**config.mk**
```make
export PLATFORM = sky130hd
export DESIGN_NAME = dram_word_port
export DESIGN_NICKNAME = d
export VERILOG_FILES = /design/src/rtl/dram_pkg.sv /design/src/rtl/rdy_settle_timer.sv /design/src/rtl/dram_word_port.sv
export SDC_FILE = /design/constraint.sdc
export NUM_CORES = 1
export LEC_CHECK = 0
export ABC_AREA = 0
export CORE_AREA = 2 2 458 460
export CTS_CLUSTER_DIAMETER = 30
export DETAILED_ROUTE_END_ITERATION = 10
export DIE_AREA = 0 0 460 462
export SYNTH_ARGS = -nofsm -noshare
export SYNTH_HDL_FRONTEND = slang
export SYNTH_HIERARCHICAL = 1
export SYNTH_SLANG_ARGS = --single-unit
```
**constraint.sdc**
```tcl
create_clock -name clk -period 2.2 [get_ports clk]
set_input_delay 0.33 -clock clk [delete_from_list [all_inputs] [get_ports clk]]
set_output_delay 0.33 -clock clk [all_outputs]
set_load 0.01 [all_outputs]
```
**src/rtl/dram_pkg.sv**
```systemverilog
// Shared constants and types for the dram word port.
// Line geometry, line register type and FSM states.
package dram_pkg;

    localparam int LINE_BITS = 64 * 8;
    localparam int WORDS     = LINE_BITS / 32;
    localparam int OFS_BITS  = $clog2(WORDS);

    typedef logic [WORDS-1:0][31:0] line_t;

    typedef enum logic [2:0] {
        IDLE,
        RD_ISSUE,
        RD_WAIT,
        MERGE,
        WR_ISSUE,
        WR_WAIT,
        RESP
    } port_state_t;

endpackage

```
**src/rtl/rdy_settle_timer.sv**
```systemverilog
// Down-counter that masks dram_*_rdy after a request pulse.
// Loaded with SETTLE, counts to zero, done while zero.
module rdy_settle_timer #(
    parameter int unsigned SETTLE = 8
) (
    input  logic clk,
    input  logic rst_n,
    input  logic load,
    output logic done
);

    localparam int CW = $clog2(SETTLE + 1);

    logic [CW-1:0] cnt_q;

    // Reload on a request pulse, otherwise drain towards zero.
    always_ff @(posedge clk or negedge rst_n) begin
        if (!rst_n) begin
            cnt_q <= '0;
        end else if (load) begin
            cnt_q <= CW'(SETTLE);
        end else if (cnt_q != '0) begin
            cnt_q <= cnt_q - CW'(1);
        end
    end

    assign done = (cnt_q == '0);

endmodule

```
**src/rtl/dram_word_port.sv**
```systemverilog
// Word-to-line front end for the dram block (read-modify-write on writes).
// Optional line buffer: define DRAM_WORD_PORT_LINE_BUF_EN.
module dram_word_port
    import dram_pkg::*;
#(
    parameter int DRAM_ADDR_BITS    = 27,
    parameter int CACHE_BLOCK_BYTES = 64,
    parameter int RDY_SETTLE        = 8
) (
    input  logic                             clk,
    input  logic                             rst_n,
    input  logic                             req_valid,
    output logic                             req_ready,
    input  logic                             req_write,
    input  logic [DRAM_ADDR_BITS+OFS_BITS-1:0] req_addr,
    input  logic [31:0]                      req_wdata,
    output logic                             resp_valid,
    output logic [31:0]                      resp_rdata,
    output logic                             dram_read_rq,
    input  logic                             dram_read_rdy,
    input  logic                             dram_read_valid,
    input  logic [CACHE_BLOCK_BYTES*8-1:0]   dram_read_data,
    output logic [DRAM_ADDR_BITS-1:0]        dram_read_addr,
    output logic                             dram_write_rq,
    input  logic                             dram_write_rdy,
    output logic [DRAM_ADDR_BITS-1:0]        dram_write_addr,
    output logic [CACHE_BLOCK_BYTES*8-1:0]   dram_write_data
);

    localparam int AW = DRAM_ADDR_BITS + OFS_BITS;

    port_state_t state_q, state_d;

    logic                      wr_q;
    logic [AW-1:0]             addr_q;
    logic [31:0]               wdata_q;
    line_t                     line_q;
    logic                      rv_q;
    logic                      rv_rise;
    logic                      accept;
    logic                      hit;
    logic                      settle_load;
    logic                      settle_done;
    logic [DRAM_ADDR_BITS-1:0] line_addr;
    logic [OFS_BITS-1:0]       ofs;

    assign line_addr = addr_q[AW-1:OFS_BITS];
    assign ofs       = addr_q[OFS_BITS-1:0];
    assign rv_rise   = dram_read_valid & ~rv_q;
    assign accept    = req_valid && (state_q == IDLE);

`ifdef DRAM_WORD_PORT_LINE_BUF_EN
    logic [DRAM_ADDR_BITS-1:0] tag_q;
    logic                      lvalid_q;

    assign hit = lvalid_q && (tag_q == req_addr[AW-1:OFS_BITS]);

    // Every completed transaction leaves the line register coherent.
    always_ff @(posedge clk or negedge rst_n) begin
        if (!rst_n) begin
            tag_q    <= '0;
            lvalid_q <= 1'b0;
        end else if (state_q == RESP) begin
            tag_q    <= line_addr;
            lvalid_q <= 1'b1;
        end
    end
`else
    assign hit = 1'b0;
`endif

    rdy_settle_timer #(
        .SETTLE (RDY_SETTLE)
    ) u_settle (
        .clk   (clk),
        .rst_n (rst_n),
        .load  (settle_load),
        .done  (settle_done)
    );

    // State register.
    always_ff @(posedge clk or negedge rst_n) begin
        if (!rst_n) begin
            state_q <= IDLE;
        end else begin
            state_q <= state_d;
        end
    end

    // Next state and handshake/request strobes.
    always_comb begin
        state_d       = state_q;
        req_ready     = 1'b0;
        resp_valid    = 1'b0;
        dram_read_rq  = 1'b0;
        dram_write_rq = 1'b0;
        settle_load   = 1'b0;
        unique case (state_q)
            IDLE: begin
                req_ready = 1'b1;
                if (req_valid) begin
                    if (hit) begin
                        state_d = req_write ? MERGE : RESP;
                    end else begin
                        state_d = RD_ISSUE;
                    end
                end
            end
            RD_ISSUE: begin
                if (dram_read_rdy) begin
                    dram_read_rq = 1'b1;
                    settle_load  = 1'b1;
                    state_d      = RD_WAIT;
                end
            end
            RD_WAIT: begin
                if (rv_rise) begin
                    state_d = wr_q ? MERGE : RESP;
                end
            end
            MERGE: begin
                state_d = WR_ISSUE;
            end
            WR_ISSUE: begin
                if (dram_write_rdy && settle_done) begin
                    dram_write_rq = 1'b1;
                    settle_load   = 1'b1;
                    state_d       = WR_WAIT;
                end
            end
            WR_WAIT: begin
                if (settle_done && dram_write_rdy) begin
                    state_d = RESP;
                end
            end
            RESP: begin
                resp_valid = 1'b1;
                state_d    = IDLE;
            end
            default: begin
                state_d = IDLE;
            end
        endcase
    end

    // Request latch, read-valid edge detector and line register.
    always_ff @(posedge clk or negedge rst_n) begin
        if (!rst_n) begin
            wr_q    <= 1'b0;
            addr_q  <= '0;
            wdata_q <= '0;
            rv_q    <= 1'b0;
            line_q  <= '0;
        end else begin
            rv_q <= dram_read_valid;
            if (accept) begin
                wr_q    <= req_write;
                addr_q  <= req_addr;
                wdata_q <= req_wdata;
            end
            if (state_q == RD_WAIT && rv_rise) begin
                line_q <= dram_read_data;
            end else if (state_q == MERGE) begin
                line_q[ofs] <= wdata_q;
            end
        end
    end

    assign resp_rdata      = (state_q == RESP) ? line_q[ofs] : 32'h0;
    assign dram_read_addr  = line_addr;
    assign dram_write_addr = line_addr;
    assign dram_write_data = line_q;

endmodule
```
==> impl_table.tex <==
\begin{tabular}{lr}
\hline
Metric & Value \\
\hline
\multicolumn{2}{l}{\textbf{Status}} \\
Run status & finished with violations \\
Failing checks & setup timing \\
\multicolumn{2}{l}{\textbf{Timing}} \\
Final hold violation count & 0 \\
Number of pins exceeding their max-slew limit in the final report & 0 \\
Worst-case setup margin in the final layout & -1.227 ns \\
Period utilisation layout & 1.558 \\
Highest Clock Rate & between 200 and 300 MHz \\
Headroom to the max-slew limit & 0.1534 \\
Time the worst path needs with I/O delays and setup & $\sim$3.4 ns \\
Final setup violation count & approximately 440 \\
Hold Worst Slack & around 0.046 ns \\
Measured slew at the worst slew-check pin & 1.270 ns \\
Setup repair after global routing missed its margin & true \\
Setup clock skew after layout & 0.06784 ns \\
\multicolumn{2}{l}{\textbf{Die}} \\
Chip height & about 460 µm \\
Number of I/O pins & 1,184 \\
Overall die area & roughly 0.21 mm² \\
Die Wd & about 460 µm \\
\# rows & about 170 \\
Total core area & 0.2081 mm² \\
Starting density of the core & 0.1451 \\
\multicolumn{2}{l}{\textbf{Power}} \\
Final Total Pwr & just over 100,000 µW \\
Power per unit of standard cell area & around 1600 mW/mm² \\
Leakage power figure & between 0.02 and 0.03 µW \\
Worst vdd rail ir drop & between 0.0008 and 0.0009 V \\
\multicolumn{2}{l}{\textbf{Setup path}} \\
Cell type with the highest occurrence count on the critical path & buf\_12 \\
Kind of capture point of the worst setup path & primary output \\
Crit start category & flop \\
Sequence of cells on the critical path & buf\_12 -> buf\_12 -> buf\_16 -> buf\_12 -> buf\_12 -> mux4\_2 -> a22oi\_2 -> nand2\_4 -> buf\_12 \\
Arrival time worst endpoint & slightly above 3 ns \\
Reg2reg path depth & 11 \\
Worst setup path class & reg -> out \\
Worst endpoint required time & around 1.9 ns \\
Worst reg-to-reg setup slack & -0.50 ns \\
Maximum fanout encountered on the critical timing path & 8 \\
R2R Path Start & addr\_q[0] \\
CP peak stage delay & 0.50 ns \\
Destination of the worst register-to-register timing path & dram\_write\_data[138] \\
Library cell contributing the largest single delay on the critical path & dfrtp\_4 \\
\multicolumn{2}{l}{\textbf{Drt}} \\
Number of remaining DRC errors & 0 \\
Detailed Routing Iterations Pass 1 & 6 \\
Via Count & approximately 38,000 \\
Drt first-iter violations & around 4,500 \\
Detailed-route wire length & approximately 330,000 µm \\
Antenna Nets Post-Route & 0 \\
DR WL/cell & about 43 µm \\
Vias per cell & around 4.9 \\
\multicolumn{2}{l}{\textbf{Global route}} \\
Wire length of the first global-routing pass & a little under 400,000 µm \\
Vias in the first global route & approximately 37,000 \\
Total global-route track usage & 0.2880 \\
Remaining global-route overflow & 0 \\
Initial antenna violation count & around 130 \\
Largest net degree at the start of global routing & 77 \\
\multicolumn{2}{l}{\textbf{Layout}} \\
Final non-filler cell area & between 0.06 and 0.07 mm² \\
Final Net Count & $\sim$5,300 \\
Final core occ & 0.3035 \\
Layout overhead on the synthesized area & 109.2\% \\
Fraction of final layout cells with drive strength greater than 1 & 0.3778 \\
\multicolumn{2}{l}{\textbf{Yosys}} \\
Number of synthesized flops with an enable pin & 0 \\
Net count of the mapped netlist & between 3,000 and 4,000 \\
Ys Warns & 6 \\
Share of synthesized area occupied by flip-flops and latches & 0.4841 \\
Area of the mapped netlist & $\sim$0.03 mm² \\
Primary FF master, synth & dfrtp\_1 \\
Instance count of the mapped netlist & around 2,900 \\
Share of synthesized registers carrying an async set or reset & 1.000 \\
Number of distinct standard cells referenced by the synthesized netlist & 53 \\
Post-synthesis area per instance & approximately 10 µm² \\
Yosys reg bits & 584 \\
\multicolumn{2}{l}{\textbf{Clock network}} \\
CTS tree & yes \\
CTS H-tree lvls & 4 \\
Latest clock arrival within the worst-skew pair & approximately 0.86 ns \\
Inserted Clock Buffers & approximately 190 \\
Clock Sinks & about 580 \\
Clock Path Buffers & 3 \\
Clock root buffer master & clkbuf\_16 \\
Clock Pin Slew Worst Setup and Hold Paths & around 0.040 ns \\
\multicolumn{2}{l}{\textbf{Place}} \\
Placement Setup Slack & -0.7774 ns \\
Port Buf Inserts & roughly 1,200 \\
Placed cell areas & around 0.049 mm² \\
Final estimated routing congestion in global placement & 0.9249 \\
Sum of net half-perimeters after detailed placement & 245,800 µm \\
\multicolumn{2}{l}{\textbf{Run}} \\
Max-capacitance violation count & 0 \\
\multicolumn{2}{l}{\textbf{Min path}} \\
Hold WC Path Type & in -> async \\
\hline
\end{tabular}
state kept, by name, summed over array words and instances, names as in the netlist:
| signal | cells |
|---|---|
| addr_q | 31 |
| dram_write_data | 512 |
| rv_q | 1 |
| state_q | 3 |
| u_settle/cnt_q | 4 |
| wdata_q | 32 |
| wr_q | 1 |
kinds of logic after synthesis:
logic type / after synthesis / synth area share
muxes: 351 / 0.1721
and+or+nand+nor: 966 / 0.1362
adders and majority gates: 2 / 0.0008289
buffers and inverters: 342 / 0.05666
DFF: 584 / 0.4841
AOI/OAI and AO/OA: 659 / 0.1498
xor gates and xnor gates: 1 / 0.0002902
layout by cell type, fill, tap and decap left out, types with 62 or more instances in the layout:
cell type | Yosys | layout
a221o_1 | 89 | 89
a31oi_1 | 85 | 69
buf_12 | 0 | 152
buf_4 | 64 | 376
buf_6 | 8 | 115
clkbuf_16 | 0 | 235
clkdlybuf4s50_1 | 0 | 691
dfrtp_1 | 584 | 467
dfrtp_2 | 0 | 115
diode_2 | 0 | 73
dlygate4sd2_1 | 0 | 425
dlygate4sd3_1 | 0 | 66
mux2_2 | 64 | 64
mux2i_1 | 159 | 147
mux4_2 | 128 | 128
nand2_1 | 534 | 458
nand3_2 | 0 | 68
nor2_1 | 200 | 121
nor2_4 | 1 | 62
o21ai_0 | 157 | 78
o21ai_1 | 5 | 73
through the flow:
| stage | TNS [ns] | std cells |
|---|---|---|
| floorplan | 0 | 2905 |
| global placement | -60.84 | 6933 |
| detailed placement | -63.29 | 6933 |
| CTS | -89.23 | 7488 |
| global route | -116.07 | 7658 |
| finish | -95.28 | 7685 |
worst max-delay path by stage:
stage	end	depth (start not counted)	slack [ns]	from
floorplan	resp_rdata[10]	7	0.03	addr_q[1]
global placement	resp_rdata[7]	7	-0.80	addr_q[0]
global route	resp_rdata[17]	9	-1.31	addr_q[0]
finish	resp_rdata[0]	9	-1.23	addr_q[0]
detailed placement	resp_rdata[7]	7	-0.78	addr_q[0]
CTS	resp_rdata[14]	9	-1.30	addr_q[0]
Yosys cell counts (56+ instances only):
cell type,instances,area share
a21o_1,56,0.014
a21oi_1,84,0.014
a221o_1,89,0.030
a22o_1,56,0.016
a22oi_1,82,0.020
a31oi_1,85,0.018
buf_2,101,0.017
buf_4,64,0.016
clkbuf_1,153,0.019
dfrtp_1,584,0.48
mux2_2,64,0.024
mux2i_1,159,0.053
mux4_2,128,0.096
nand2_1,534,0.066
nand3_1,127,0.021
nor2_1,200,0.025
o21ai_0,157,0.026
worst max-delay path, delay by kind of cell, from the launching register on:
family | cells | cell delay (ns)
AO/OA/AOI/OAI | 1 | 0.30
multiplexers | 1 | 0.43
flip-flops | 1 | 0.50
AND/OR/NAND/NOR | 1 | 0.14
buffers and inverters | 6 | 0.86
report_power, final:
part           total (µW)  switching [µW]  internal (µW)
sequential          25200            8950          16200
combinational       49300           28400          21000
clock               28700            8850          19800
routing by layer:
layer / vias to the layer above / wire (µm) / global-route usage
li1: 14430 / - / -
met1: 18960 / 117700 / 0.3225
met2: 3224 / 146900 / 0.4533
met3: 981 / 38950 / 0.1166
met4: 54 / 25450 / 0.1847
met5: - / 371 / 0
cell type report:
cell class / count / area [µm²]
Fill cell: 21240 / 144900
Clock inverter: 106 / 1594
Multi-Input combinational cell: 1980 / 16310
Timing Repair Buffer: 1981 / 21740
Clock buffer: 235 / 5139
Antenna cell: 73 / 182.7
Inverter: 6 / 22.52
Sequential cell: 584 / 14770
Tap cell: 2720 / 3403
what timing repair did:
| item | 4_1_cts | 5_1_grt |
|---|---|---|
| setup endpoints to repair | 765 | 508 |
| gates resized for setup | 1005 | 523 |
| endpoints found under the hold margin | 369 | 0 |
| cloned | 32 | 59 |
| pin swaps | 209 | 151 |
| hold buffers | 66 | 0 |
| setup buffers | 118 | 94 |
Note: power is estimated with default switching activity, not from simulation.
